### src/rtl/sysid_pkg.sv
// Shared constants for the system-identification register bank: word map,
// control/status bit positions and the legal parameter ranges.
package sysid_pkg;

  localparam logic [3:0] ADDR_ID        = 4'd0;
  localparam logic [3:0] ADDR_TIMESTAMP = 4'd1;
  localparam logic [3:0] ADDR_UPTIME_LO = 4'd2;
  localparam logic [3:0] ADDR_UPTIME_HI = 4'd3;
  localparam logic [3:0] ADDR_CTRL      = 4'd4;
  localparam logic [3:0] ADDR_STATUS    = 4'd5;
  localparam logic [3:0] ADDR_SCRATCH0  = 4'd8;

  localparam int CTRL_FREEZE_BIT    = 0;
  localparam int CTRL_CLEAR_BIT     = 1;
  localparam int STATUS_WRAPPED_BIT = 0;

  localparam int CNT_W_MIN       = 33;
  localparam int CNT_W_MAX       = 64;
  localparam int NUM_SCRATCH_MIN = 0;
  localparam int NUM_SCRATCH_MAX = 8;

endpackage

### src/rtl/sysid_if.sv
// Avalon-MM slave bus (fixed read latency 1, no waitrequest) for the sysid block.
interface sysid_if;
  logic [3:0]  address;
  logic        read;
  logic        write;
  logic [31:0] writedata;
  logic [3:0]  byteenable;
  logic [31:0] readdata;
  logic        readdatavalid;

  modport master (
    output address, read, write, writedata, byteenable,
    input  readdata, readdatavalid
  );

  modport slave (
    input  address, read, write, writedata, byteenable,
    output readdata, readdatavalid
  );
endinterface

### src/rtl/sysid_uptime_counter.sv
// Free-running uptime counter with hold and synchronous clear; wrap_pulse marks
// the edge on which the counter rolls from all-ones to zero.
module sysid_uptime_counter #(
  parameter int CNT_W = 64
) (
  input  logic             clock,
  input  logic             reset_n,
  input  logic             freeze,
  input  logic             clear,
  output logic [CNT_W-1:0] count,
  output logic             wrap_pulse
);

  logic [CNT_W-1:0] count_q;

  always_ff @(posedge clock or negedge reset_n) begin
    if (!reset_n) begin
      count_q <= '0;
    end else if (clear) begin
      count_q <= '0;
    end else if (!freeze) begin
      count_q <= count_q + CNT_W'(1);
    end
  end

  // Clear beats increment, so a clear on the all-ones cycle is not a wrap.
  assign wrap_pulse = !clear && !freeze && (count_q == '1);
  assign count      = count_q;

endmodule

### src/rtl/sysid_info_regs.sv
// System-ID / build-info register bank: address decode, uptime shadow,
// control/status bits, scratch array and the one-cycle read pipeline.
module sysid_info_regs
  import sysid_pkg::*;
#(
  parameter logic [31:0] SYSTEM_ID   = 32'h6069_9AF2,
  parameter logic [31:0] TIMESTAMP   = 32'h0,
  parameter int          CNT_W       = 64,
  parameter int          NUM_SCRATCH = 4
) (
  input logic    clock,
  input logic    reset_n,
  sysid_if.slave bus
);

  localparam int SCR_ALLOC = (NUM_SCRATCH > 0) ? NUM_SCRATCH : 1;
  localparam int SHADOW_W  = CNT_W - 32;

  if (CNT_W < CNT_W_MIN || CNT_W > CNT_W_MAX) begin : g_bad_cnt_w
    $error("sysid_info_regs: CNT_W outside legal range");
  end
  if (NUM_SCRATCH < NUM_SCRATCH_MIN || NUM_SCRATCH > NUM_SCRATCH_MAX) begin : g_bad_num_scratch
    $error("sysid_info_regs: NUM_SCRATCH outside legal range");
  end

  logic                wr_en;
  logic                rd_en;
  logic [2:0]          scr_idx;
  logic                scr_hit;
  logic                ctrl_wr;
  logic                clear;
  logic                status_w1c;
  logic                freeze_q;
  logic                wrapped_q;
  logic [SHADOW_W-1:0] shadow_q;
  logic [31:0]         scratch_q [SCR_ALLOC];
  logic [31:0]         rd_mux;
  logic [31:0]         readdata_q;
  logic                rvalid_q;
  logic [CNT_W-1:0]    count;
  logic                wrap_pulse;

  // A read strobed together with a write is dropped; only the write happens.
  assign wr_en      = bus.write;
  assign rd_en      = bus.read & ~bus.write;
  assign scr_idx    = bus.address[2:0];
  assign scr_hit    = bus.address[3] && (int'(scr_idx) < NUM_SCRATCH);
  assign ctrl_wr    = wr_en && (bus.address == ADDR_CTRL) && bus.byteenable[0];
  assign clear      = ctrl_wr && bus.writedata[CTRL_CLEAR_BIT];
  assign status_w1c = wr_en && (bus.address == ADDR_STATUS) && bus.byteenable[0]
                      && bus.writedata[STATUS_WRAPPED_BIT];

  sysid_uptime_counter #(.CNT_W(CNT_W)) u_cnt (
    .clock      (clock),
    .reset_n    (reset_n),
    .freeze     (freeze_q),
    .clear      (clear),
    .count      (count),
    .wrap_pulse (wrap_pulse)
  );

  always_ff @(posedge clock or negedge reset_n) begin
    if (!reset_n) begin
      freeze_q  <= 1'b0;
      wrapped_q <= 1'b0;
    end else begin
      if (ctrl_wr) freeze_q <= bus.writedata[CTRL_FREEZE_BIT];
      if (wrap_pulse)      wrapped_q <= 1'b1;
      else if (status_w1c) wrapped_q <= 1'b0;
    end
  end

  always_ff @(posedge clock or negedge reset_n) begin
    if (!reset_n) begin
      for (int i = 0; i < SCR_ALLOC; i++) scratch_q[i] <= '0;
    end else if (wr_en && scr_hit) begin
      for (int i = 0; i < SCR_ALLOC; i++) begin
        for (int b = 0; b < 4; b++) begin
          if (scr_idx == 3'(i) && bus.byteenable[b])
            scratch_q[i][8*b +: 8] <= bus.writedata[8*b +: 8];
        end
      end
    end
  end

  always_comb begin
    rd_mux = '0;
    case (bus.address)
      ADDR_ID:        rd_mux = SYSTEM_ID;
      ADDR_TIMESTAMP: rd_mux = TIMESTAMP;
      ADDR_UPTIME_LO: rd_mux = count[31:0];
      ADDR_UPTIME_HI: rd_mux = 32'(shadow_q);
      ADDR_CTRL:      rd_mux[CTRL_FREEZE_BIT] = freeze_q;
      ADDR_STATUS:    rd_mux[STATUS_WRAPPED_BIT] = wrapped_q;
      default: begin
        if (scr_hit) begin
          for (int i = 0; i < SCR_ALLOC; i++) begin
            if (scr_idx == 3'(i)) rd_mux = scratch_q[i];
          end
        end
      end
    endcase
  end

  // The shadow takes the same pre-edge count that UPTIME_LO returns, so a
  // LO-then-HI pair is atomic however far apart the reads are.
  always_ff @(posedge clock or negedge reset_n) begin
    if (!reset_n) begin
      readdata_q <= '0;
      rvalid_q   <= 1'b0;
      shadow_q   <= '0;
    end else begin
      rvalid_q <= rd_en;
      if (rd_en) readdata_q <= rd_mux;
      if (rd_en && bus.address == ADDR_UPTIME_LO) shadow_q <= count[CNT_W-1:32];
    end
  end

  assign bus.readdata      = readdata_q;
  assign bus.readdatavalid = rvalid_q;

endmodule
### src/flat_wrapper.sv
// flat-port wrapper written by rule: the top's interface ports become plain ports
module sysid_info_regs_flat import sysid_pkg::*;
#(
  parameter logic [31:0] SYSTEM_ID   = 32'h6069_9AF2,
  parameter logic [31:0] TIMESTAMP   = 32'h0,
  parameter int          CNT_W       = 64,
  parameter int          NUM_SCRATCH = 4
)
  (clock, reset_n, bus_address, bus_read, bus_write, bus_writedata, bus_byteenable, bus_readdata, bus_readdatavalid);
  sysid_if bus_i ();
  input logic clock;
  input logic reset_n;
  input wire logic [$bits(bus_i.address)-1:0] bus_address;
  input wire logic [$bits(bus_i.read)-1:0] bus_read;
  input wire logic [$bits(bus_i.write)-1:0] bus_write;
  input wire logic [$bits(bus_i.writedata)-1:0] bus_writedata;
  input wire logic [$bits(bus_i.byteenable)-1:0] bus_byteenable;
  output wire logic [$bits(bus_i.readdata)-1:0] bus_readdata;
  output wire logic [$bits(bus_i.readdatavalid)-1:0] bus_readdatavalid;
  assign bus_i.address = bus_address;
  assign bus_i.read = bus_read;
  assign bus_i.write = bus_write;
  assign bus_i.writedata = bus_writedata;
  assign bus_i.byteenable = bus_byteenable;
  assign bus_readdata = bus_i.readdata;
  assign bus_readdatavalid = bus_i.readdatavalid;
  sysid_info_regs #(.SYSTEM_ID(SYSTEM_ID), .TIMESTAMP(TIMESTAMP), .CNT_W(CNT_W), .NUM_SCRATCH(NUM_SCRATCH)) u_core (.clock(clock), .reset_n(reset_n), .bus(bus_i));
endmodule
### config.mk
export PLATFORM = sky130hd
export DESIGN_NAME = sysid_info_regs_flat
export DESIGN_NICKNAME = d
export VERILOG_FILES = /design/src/rtl/sysid_pkg.sv /design/src/rtl/sysid_if.sv /design/src/rtl/sysid_uptime_counter.sv /design/src/rtl/sysid_info_regs.sv /design/src/flat_wrapper.sv
export SDC_FILE = /design/constraint.sdc
export NUM_CORES = 1
export LEC_CHECK = 0
export ABC_CLOCK_PERIOD_IN_PS = 4300
export CAP_MARGIN = 20
export CORE_MARGIN = 2
export CORE_UTILIZATION = 60
export DETAILED_ROUTE_END_ITERATION = 12
export PLACE_DENSITY = 0.9
export SYNTH_ARGS = -nofsm -noshare
export SYNTH_HDL_FRONTEND = slang
export SYNTH_SLANG_ARGS = --single-unit
### constraint.sdc
create_clock -name clock -period 4.3 [get_ports clock]
set_input_delay 0.86 -clock clock [delete_from_list [all_inputs] [get_ports clock]]
set_output_delay 0.86 -clock clock [all_outputs]
set_load 0.05 [all_outputs]
## After elaboration in Yosys (flattened, before gate mapping)

Index checks and enable logic that the tools add are counted.

| storage, ports and cells | value |
|---|---|
| register bits | 259 |
| input port bits | 44 |
| output and inout port bits | 33 |
| logic and storage cells | 97 |

| operators by class | value |
|---|---|
| add/sub/neg operators | 1 |
| magnitude comparators | 1 |
| eq/ne operators | 10 |
| muxes and demuxes | 11 |
| bitwise operators | 2 |
| reduce and logical (&&, ||, !) cells | 50 |

Operator list:

| operator | count |
|---|---|
| 32-bit 2-to-1 mux | 5 |
| 64-bit 2-to-1 mux | 2 |
| 31-bit case mux with 4 select lines | 1 |
| 64-bit by 1-bit adder with 64-bit output (second input constant) | 1 |
| 64-bit equality test (second input constant) | 1 |
| 2-bit AND reduction | 16 |
| 1-bit logical AND | 27 |
| 4-bit by 2-bit equality test with 1-bit output (second input constant) | 2 |
| 4-bit by 3-bit equality test with 1-bit output (second input constant) | 2 |
| 3-bit by 2-bit equality test with 1-bit output (second input constant) | 2 |
| 1-bit case mux with 5 select lines | 1 |
| 4-bit by 1-bit equality test with 1-bit output (second input constant) | 1 |
| 4-bit zero test | 1 |
| 3-bit by 1-bit equality test with 1-bit output (second input constant) | 1 |
| 3-bit zero test | 1 |
| 3-bit < comparator (second input constant) | 1 |
| 3-bit OR reduction | 1 |
| 1-bit zero test | 2 |
| 1-bit 2-to-1 mux | 2 |
| 2-bit inequality test (second input constant) | 1 |
| 2-bit nonzero test | 1 |
| 2-bit OR reduction | 1 |
| 1-bit AND | 1 |
| 1-bit NOT | 1 |

## Longest topological paths before layout

| logic depth | value |
|---|---|
| depth after elaboration | 8 |
| gate-level depth with buffers | 8 |
| gate-level depth less buffers | 6 |

## Modules after synthesis

From an unflattened synthesis, not the netlist that was laid out.

| second synthesis, totals | value |
|---|---|
| cells, all modules | 960 |
| area total of the unflattened synthesis | 11913.9 um2 |

Modules (own cells, without submodules):

| module | instances | cells each | area an instance (um2) | sequential area each (um2) |
|---|---|---|---|---|
| sysid_info_regs | 1 | 599 | 8550.7 | 4879.7 |
| sysid_uptime_counter | 1 | 361 | 3363.2 | 1601.5 |

## Worst setup path after synthesis

No wires, ideal clock.

| timing path | value |
|---|---|
| kind | input to register |
| start | in bus_address[2] |
| end | reg u_core.scratch_q[40] (netlist bit) |
| library setup time | 0.125 ns |
| data arrival time | 2.394 ns |
| required time | 4.175 ns |
| slack | 1.781 ns |
| stages on the path | 7 |
| path buffers | 2 |
| cell sequence | clkbuf_1 inv_1 nand2_1 or2_2 clkbuf_1 nor2_2 mux2_2 |

| between the ends | value |
|---|---|
| cells in the longest elaborated chain, start to end | 4 |
| elaborated cells between the ends (all ways) | 6 |
| classes of those cells | order compare: 1; eq/ne: 1; reduce/logical: 4 |

RTL lines:

| element | line | text |
|---|---|---|
| from (decl) | flat_wrapper.sv:13 | `input wire logic [$bits(bus_i.address)-1:0] bus_address;` |
| 3-bit < comparator | sysid_info_regs.sv:47 | `assign scr_hit = bus.address[3] && (int'(scr_idx) < NUM_SCRATCH);` |
| 1-bit logical AND | sysid_info_regs.sv:47 |  |
| 1-bit logical AND | sysid_info_regs.sv:76 | `end else if (wr_en && scr_hit) begin` |
| 2-bit AND reduction (no source line) (*) | n/a |  |
| to (signal, indexed assignment) | sysid_info_regs.sv:80 | `scratch_q[i][8*b +: 8] <= bus.writedata[8*b +: 8];` |
| to (decl) | sysid_info_regs.sv:36 | `logic [31:0] scratch_q [SCR_ALLOC];` |

Mark *: on every way between the ends. The rest lies on a longest branch, timed or not.
A chain may end at the register's enable or synchronous reset.

## Worst setup path after layout

| timing path | value |
|---|---|
| start | in bus_address[3] |
| end | reg u_core.scratch_q[68] (netlist bit) |

| between the ends | value |
|---|---|
| cells in the longest elaborated chain, start to end | 3 |

RTL lines:

| element | line |
|---|---|
| 1-bit logical AND | sysid_info_regs.sv:47 |
| 1-bit logical AND | sysid_info_regs.sv:76 |
| 2-bit AND reduction (no source line) | n/a |

No other way between the ends.

==> results.cfg <==
[cts]
cts_buffers = 27
cts_tree = built
post_cts_buffers = 0
root_buffer = clkbuf_16
cts_hold_buf = 0
clk_latency_ns = 0.54
cts-htree-levels = 1
path_clk_slew_ns = 0.06
clk_path_buf_depth = 3
cts_sinks = 259
cts-resized-gates = 0

[setup_path]
r2r_end = u_core.u_cnt.count[62]
crit_arrival_ns = 3.33
cpPeakStageDelay_ns = 0.72
timing.rr.start = u_core.u_cnt.count[6]
critPathRequiredTime_ns = 4.72
r2r_slack_ns = 1.59
slowest_stage = clkdlybuf4s50_1
critPathKind = in -> reg
cp_cell_sequence = clkdlybuf4s50_1, nor2b_1, buf_4, nand2_1, nor2_1, mux2_2
reg2regPathDepth = 5
path_max_fanout = 18
startpoint_type = primary input
worst_setup_path_end_kind = register

[global_route]
antenna_found_initial = 0
grt_pass1_vias = 9168
grt.total_usage = 0.297
grt_max_degree = 105
grt_overflow = 0
grt_pass1_wl_um = 50300

[cells_and_area]
drive_gt1_frac = 0.271
fill_cells = 1283
antenna_cells = 0
final_cell_mix = dfrtp_1, mux2_2, nor2_1
synthToLayoutAreaGrowth_pct = 16.6
layout.nets = 1105
layout_commonest_cell = dfrtp_1

[timing]
finalSetupViolCount = 0
fmax_ghz = 0.344
maxSlewViolCount = 0
min_period_ns = 2.91
maxSlewHeadroom = 0.415
rsz0062_at_grt = false
post-route-worst-setup-slack_ns = 1.39
fin_worst_skew_ns = 0.0140
min_period_over_period = 0.676
worst-slew-pin-transition_ns = 0.869
fin_setup_tns_ns = 0
finalHoldViolations = 0

[logic_synthesis]
synthCells = 985
yosysTopAreaCellShare = 0.542
synth_area_leader_cell = dfrtp_1
postSynthAreaPerCell_um2 = 12.2
synth_edf_count = 0
netlist_top_cells_area = dfrtp_1, mux2_2, mux4_2, nor2_1, nand2_1
synth_ff_type = dfrtp_1
ys_types = 57
synth_area_um2 = 12000
ys_async_sr_fraction = 1.00
synth_fp_nets = 1030
seq_area_frac_synth = 0.542
yosys_warnings = 0
synth-seq-cells = 259

[outcome]
status = complete, no violations

[floorplan]
rows = 51
fp.dieW_um = 145
die_h_um = 145
initial_utilization = 0.613
die_area_um2 = 21100
core_um2 = 19500
num_io_pins = 77

[power]
clock_power_share = 0.359
ir_worst_vdd_v = 0.000384
pwr-share-comb = 0.166
p_sw_frac = 0.287
p_leak_nw = 6.00
p_sw_mw = 1.96
p_per_area_nw_per_um2 = 490
p_int_mw = 4.88
pwr-share-seq = 0.476

[route]
drt_pass1_iterations = 6
wirelength_um = 30800
final_antenna_net_count = 0
viasPerCell = 6.68
dr.first_iter.drc_count = 1035
num_vias = 8974
routedWlPerCell_um = 22.9
drc = 0

[placement]
hpwlAfterDp_um = 20000
gp_congestion = 0.926
dp_slack_ns = 0.919
portBuffers = 76

[worst_hold_path]
hp-class = in -> async

[flow_run]
max_cap_viol_count = 0
==> Yosys cell counts, types with 3 or more instances <==
master and count:
a21oi_1 37, a221oi_1 14, a222oi_1 16, and2_1 3
and3_1 4, buf_2 21, clkbuf_1 25, dfrtp_1 259
inv_1 9, mux2_2 170, mux2i_1 5, mux4_2 17
nand2_1 65, nand2b_1 7, nand3_1 23, nand4_1 20
nand4_2 5, nor2_1 81, nor2_2 5, nor2_4 4
nor2b_1 4, nor3_1 8, nor3_2 4, nor4_1 6
nor4_2 4, o211ai_1 3, o21ai_0 40, o22ai_1 14
o31ai_1 9, or3_1 27, or4_1 13, xnor2_1 16
xor2_1 18
==> critical path: cells and delay by family <==
kind,cells,cell delay (ns)
buf+inv,2,1.01
mux,1,0.43
simple gates,3,1.02
==> registers in the layout, indices dropped and copies added (netlist names) <==
register                  flops
u_core.freeze_q               1
u_core.u_cnt.count           64
u_core.scratch_q            128
u_core.wrapped_q              1
u_core.shadow_q              32
u_core.bus.readdatavalid      1
u_core.bus.readdata          32
==> power groups by stage <==
stage	sequential (mW)	combinational, mW	clock [mW]
floorplan	3.26	0.650	0
global placement	3.22	1.05	0
detailed placement	3.26	1.11	0
CTS	3.23	1.13	2.46
global route	3.29	1.22	2.57
finish	3.25	1.13	2.45
==> final cells by class <==
| type | count | area (µm²) | area share |
|---|---|---|---|
| Sequential cell | 259 | 6480 | 0.464 |
| Multi-Input combinational cell | 667 | 5250 | 0.376 |
| Timing Repair Buffer | 95 | 923 | 0.0661 |
| Clock buffer | 37 | 803 | 0.0575 |
| Tap cell | 265 | 332 | 0.0237 |
| Clock inverter | 10 | 135 | 0.00968 |
| Inverter | 10 | 37.5 | 0.00269 |
==> routing by layer <==
metal	track usage	part of all wire	vias up
met3	0.0506	0.086	122
met2	0.488	0.49	510
met4	0.109	0.040	0
li1	-	-	3775
met1	0.402	0.39	4567
met5	0	0	-
==> logic make-up (layout without fill, tap and decap cells) <==
kind of cell / Yosys count / in the layout / synth area share
AO/OA/AOI/OAI: 140 / 140 / 0.0757
XOR/XNOR: 34 / 34 / 0.0249
adder cells (fa/ha/maj): 1 / 1 / 0.00105
buffers and inverters: 59 / 152 / 0.0213
flip-flops: 259 / 259 / 0.542
multiplexers: 192 / 192 / 0.196
AND/OR/NAND/NOR: 300 / 300 / 0.139
==> metrics by stage <==
stage | total power [mW] | utilization | cells | hold WS (ns) | area [µm²]
4_1_cts | 6.83 | 0.715 | 1343 | 0.423 | 14000
6_report | 6.84 | 0.715 | 1343 | 0.383 | 14000
5_1_grt | 7.09 | 0.715 | 1343 | 0.458 | 14000
2_1_floorplan | 3.91 | - | 985 | 0.451 | 12000
3_3_place_gp | 4.28 | 0.667 | 1296 | 0.462 | 13000
3_5_place_dp | 4.37 | 0.667 | 1296 | 0.470 | 13000
==> worst max path at each step <==
stage	start	end	depth (start not counted)
floorplan	bus_address[2]	u_core.scratch_q[40]	7
global placement	bus_address[3]	u_core.scratch_q[127]	6
detailed placement	bus_address[3]	u_core.scratch_q[127]	6
CTS	bus_address[3]	u_core.scratch_q[105]	6
global route	bus_address[3]	u_core.scratch_q[85]	6
finish	bus_address[3]	u_core.scratch_q[68]	6
No activity file was read; power rests on OpenSTA's default activity.
